### config.mk
export PLATFORM = sky130hd
export DESIGN_NAME = debounce_multi
export DESIGN_NICKNAME = d
export VERILOG_FILES = /design/src/rtl/debounce_multi.sv
export SDC_FILE = /design/constraint.sdc
export NUM_CORES = 1
export LEC_CHECK = 0
export ABC_CLOCK_PERIOD_IN_PS = 2600
export CAP_MARGIN = 20
export CORE_UTILIZATION = 30
export CTS_CLUSTER_SIZE = 25
export DETAILED_ROUTE_END_ITERATION = 7
export PLACE_DENSITY = 0.52
export SLEW_MARGIN = 10
export SYNTH_ARGS = -nofsm -noshare
export SYNTH_HDL_FRONTEND = slang
export SYNTH_SLANG_ARGS = --single-unit
### constraint.sdc
create_clock -name clk -period 2.6 [get_ports clk]
set_clock_uncertainty 0.15 [all_clocks]
set_input_delay 0.78 -clock clk [delete_from_list [all_inputs] [get_ports clk]]
set_output_delay 0.78 -clock clk [all_outputs]
set_load 0.02 [all_outputs]
### src/rtl/debounce_multi.sv
// N-channel switch conditioner: per-channel synchroniser, stability-count debouncer,
// registered clean level with rise/fall strobes, plus optional long-press and auto-repeat strobes.
module debounce_multi #(
    parameter int NCH           = 4,
    parameter int NDELAY        = 243750,
    parameter int NBITS         = 18,
    parameter int HOLD_CYCLES   = 0,
    parameter int REPEAT_CYCLES = 0,
    parameter int HBITS         = 26
) (
    input  logic           clk,
    input  logic           reset,
    input  logic [NCH-1:0] noisy,
    output logic [NCH-1:0] clean,
    output logic [NCH-1:0] rise,
    output logic [NCH-1:0] fall,
    output logic [NCH-1:0] held,
    output logic [NCH-1:0] rpt
);

    localparam logic [NBITS-1:0] DLY       = NBITS'(NDELAY);
    localparam logic [HBITS-1:0] HOLD_LAST = HBITS'((HOLD_CYCLES > 0) ? HOLD_CYCLES - 1 : 0);
    localparam logic [HBITS-1:0] REP_LAST  = HBITS'((REPEAT_CYCLES > 0) ? REPEAT_CYCLES - 1 : 0);
    localparam bit               REP_EN    = (REPEAT_CYCLES > 0);

    typedef enum logic [1:0] {
        H_IDLE,
        H_HOLD,
        H_RPT
    } hstate_t;

    for (genvar i = 0; i < NCH; i++) begin : g_ch
        logic             sync1_q, sync2_q;
        logic             xnew_q, xnew_d;
        logic             clean_q, clean_d;
        logic [NBITS-1:0] count_q, count_d;
        logic             rise_q, fall_q;

        // A change in the synchronised input restarts the window; the count then saturates at DLY.
        always_comb begin
            xnew_d  = xnew_q;
            count_d = count_q;
            clean_d = clean_q;
            if (sync2_q != xnew_q) begin
                xnew_d  = sync2_q;
                count_d = '0;
            end else if (count_q == DLY) begin
                clean_d = xnew_q;
            end else begin
                count_d = count_q + NBITS'(1);
            end
        end

        always_ff @(posedge clk) begin
            if (reset) begin
                sync1_q <= noisy[i];
                sync2_q <= noisy[i];
                xnew_q  <= noisy[i];
                clean_q <= noisy[i];
                count_q <= '0;
                rise_q  <= 1'b0;
                fall_q  <= 1'b0;
            end else begin
                sync1_q <= noisy[i];
                sync2_q <= sync1_q;
                xnew_q  <= xnew_d;
                clean_q <= clean_d;
                count_q <= count_d;
                rise_q  <= clean_d & ~clean_q;
                fall_q  <= ~clean_d & clean_q;
            end
        end

        assign clean[i] = clean_q;
        assign rise[i]  = rise_q;
        assign fall[i]  = fall_q;

        if (HOLD_CYCLES > 0) begin : g_hold
            hstate_t          hst_q;
            logic [HBITS-1:0] hcnt_q;
            logic             held_q, rpt_q;

            // Tracking only starts on a real rise, so a level loaded high by reset never fires held.
            always_ff @(posedge clk) begin
                if (reset) begin
                    hst_q  <= H_IDLE;
                    hcnt_q <= '0;
                    held_q <= 1'b0;
                    rpt_q  <= 1'b0;
                end else begin
                    held_q <= 1'b0;
                    rpt_q  <= 1'b0;
                    if (!clean_d) begin
                        hst_q  <= H_IDLE;
                        hcnt_q <= '0;
                    end else if (!clean_q) begin
                        hst_q  <= H_HOLD;
                        hcnt_q <= '0;
                    end else begin
                        case (hst_q)
                            H_HOLD: begin
                                if (hcnt_q == HOLD_LAST) begin
                                    held_q <= 1'b1;
                                    hcnt_q <= '0;
                                    hst_q  <= REP_EN ? H_RPT : H_IDLE;
                                end else begin
                                    hcnt_q <= hcnt_q + HBITS'(1);
                                end
                            end
                            H_RPT: begin
                                if (hcnt_q == REP_LAST) begin
                                    rpt_q  <= 1'b1;
                                    hcnt_q <= '0;
                                end else begin
                                    hcnt_q <= hcnt_q + HBITS'(1);
                                end
                            end
                            default: hcnt_q <= '0;
                        endcase
                    end
                end
            end

            assign held[i] = held_q;
            assign rpt[i]  = rpt_q;
        end else begin : g_nohold
            assign held[i] = 1'b0;
            assign rpt[i]  = 1'b0;
        end
    end

endmodule

==> out/metrics.cfg <==
[logic_synthesis]
synth-edff-count=4
syn_avg_cell_area_um2=8.581
synth_cell_type_count=51
yosys_most_used_dff=dfxtp_1
synth-seq-cells=96
postSynth.asyncResetShare=0
synthCells=528
ys_warn_count=0
ys_seq_area_frac=0.4330
synth_area_um2=4531

[min_path]
hold_class=reg2reg

[die]
core_um2=14640
fp.dieW_um=124.9
ios=26
dieArea_um2=15600
die_h_um=124.9
rows=44
start_util=0.3094

[detailed_routing]
first_pass_iters=8
postRouteAntennaNets=0
vias=3708
drc=6
wl_mm=9.514
drtIter0Drc=220
wire_per_inst_um=13.07
viasPerCell=5.093

[sta]
whs_ps=283.3
layout_min_cycle_time_ps=2306
worstMarginPinSlew_ps=699.4
fmax_ghz=0.4336
drv_slew=0
rsz0062_at_grt=false
final.setup.worst_slack_ps=293.7
maxSlewHeadroom=0.5294
finalSetupViolations=0
post-route-period-util=0.8870
setup-tns-final_ps=0
hold_violations=0

[setup_path]
end_kind=primary output
crit_buf_inv=1
crit_path_cell_trace=clkdlybuf4s50_1
critPathKind=reg2out
worstPathRequired_ps=1670
rrSetupSlack_ps=350
max_stage_delay_ps=640
crit_path_start_kind=flip-flop
cp_data_arrival_time_ps=1380
crit_fanout=4
cp_slowest_cell=clkdlybuf4s50_1
critPathTopFamily=buffers and inverters

[clock_network]
ctsResizeCount=0
cts_setup_buffers=0
path_clk_slew_ps=60
root_buffer=clkbuf_16
clockBufferDepth=2
clk_latency_ps=340
numCtsBuffers=9
cts.hold.buffers_added=0
htree_levels=3
clock_sinks=96
cts_tree=built

[power_and_ir_drop]
netSwitchingFraction=0.2336
p_leak_nw=1.666
seqPwrFrac=0.516
pwr-share-comb=0.077
internal_power_w=0.002340
power_density_nw_per_um2=596.8
ir_worst_vdd_mv=0.3394
p_clk_frac=0.407
p_sw_w=0.0007132

[global_route]
antenna_found_initial=0
grt_overflow=0
top_usage_layer=met2
grt_pass1_wl_mm=16.74
grt_max_degree=18
grt_util_met3=0.02620
groute.layer.met1.usage=0.1635
grt_use_met2=0.2188
grt_use_total=0.1314
grt_pass1_vias=3634

[placed_design]
gp_congestion=0.7870
dpl_cell_area_um2=4842
pre_cts_slack_ps=140.3
port_buffers=17
post-dp-hpwl_mm=6.927

[layout]
fin_area_um2=5116
final_util=0.3494
fin_nets=555
n_antenna_cell=0
drive_above_1_share=0.06250
fillers=1501
syn_to_final_growth_pct=12.92

[status]
status=complete, but fails checks
violations=DRC

[flow_run]
maxCapViolCount=0

-- routing by layer --
layer,share of wire,up-vias
met4,0.020,0
met1,0.48,1753
met3,0.027,13
li1,-,1893
met2,0.47,49
met5,0,-
-- final timing paths --
| check | from | endpoint | depth (start not counted) |
|---|---|---|---|
| worst max-delay path | g_ch[0].clean_q | clean[0] | 1 |
| worst min register to register | g_ch[1].sync1_q | g_ch[1].sync2_q | 2 |
| worst min-delay path | g_ch[1].sync1_q | g_ch[1].sync2_q | 2 |
| worst max register to register | g_ch[2].count_q[0] | g_ch[2].clean_q | 6 |
-- layout make-up --
cell class	instances	area, µm²	area share
Tap cell	184	230.2	0.04500
Timing Repair Buffer	29	260.3	0.05087
Inverter	21	78.83	0.01541
Clock buffer	14	274.0	0.05356
Multi-Input combinational cell	384	2311	0.4517
Sequential cell	96	1962	0.3835
-- registers in the layout (all words and copies together), names as in the netlist --
signal	count
g_ch.count_q	72
g_ch.clean_q	4
g_ch.fall_q	4
g_ch.rise_q	4
g_ch.sync1_q	4
g_ch.sync2_q	4
g_ch.xnew_q	4
-- Yosys cell counts (18+ instances only) --
cell type  number  area [µm²]
or3_1          21       131.4
inv_1          18       67.56
a21oi_1        31       155.2
nor2_1         42       157.7
o21ai_0        34       170.2
buf_4          20       150.1
nand3_1        26       130.1
xor2_1         23       201.4
nand4_1        23       143.9
dfxtp_1        92        1842
nor3_1         20       100.1
nand2_1        45       168.9
-- worst register-to-register path: stages (launching register included) --
cell and delay (ps):
dfxtp_1 330, inv_1 80, ha_1 150, or4bb_1 520, or3_4 430, or4_1 420, nand4_1 110
-- cell families after synthesis --
logic type / share of synthesized area
other cells: 0.0008277
mux: 0.004695
compound gates: 0.1072
simple gates: 0.2999
xor+xnor: 0.06959
flops: 0.4330
fa+ha+maj: 0.02209
buf+inv: 0.06269
-- placed cells by master (no fill, tap or decap), types with 6 or more instances in the layout --
| cell | count |
|---|---|
| and4_1 | 6 |
| or4_1 | 12 |
| clkdlybuf4s50_1 | 17 |
| or3_1 | 21 |
| a21oi_1 | 31 |
| dfxtp_1 | 92 |
| nor3_1 | 20 |
| nor4_1 | 7 |
| ha_1 | 8 |
| xnor2_1 | 13 |
| nand4_1 | 23 |
| xor2_1 | 23 |
| nor2_1 | 42 |
| nand2_1 | 45 |
| conb_1 | 8 |
| clkbuf_16 | 9 |
| nor4b_1 | 7 |
| buf_4 | 12 |
| inv_1 | 18 |
| o21ai_0 | 34 |
| nand3_1 | 26 |
| and3_1 | 8 |
-- through the flow --
stage               cells  power, W
finish                728  0.003053
global route          728  0.003192
CTS                   728  0.003104
detailed placement    714  0.001844
global placement      714  0.001835
floorplan             535  0.001762
-- power groups by stage --
stage | logic (W) | clock network, W | registers (W)
3_5_place_dp | 0.000236 | 0 | 0.00161
3_3_place_gp | 0.000228 | 0 | 0.00161
5_1_grt | 0.000263 | 0.00135 | 0.00158
6_report | 0.000234 | 0.00124 | 0.00158
2_1_floorplan | 0.000168 | 0 | 0.00159
4_1_cts | 0.000237 | 0.00129 | 0.00158
(Power assumes the default switching activity.)
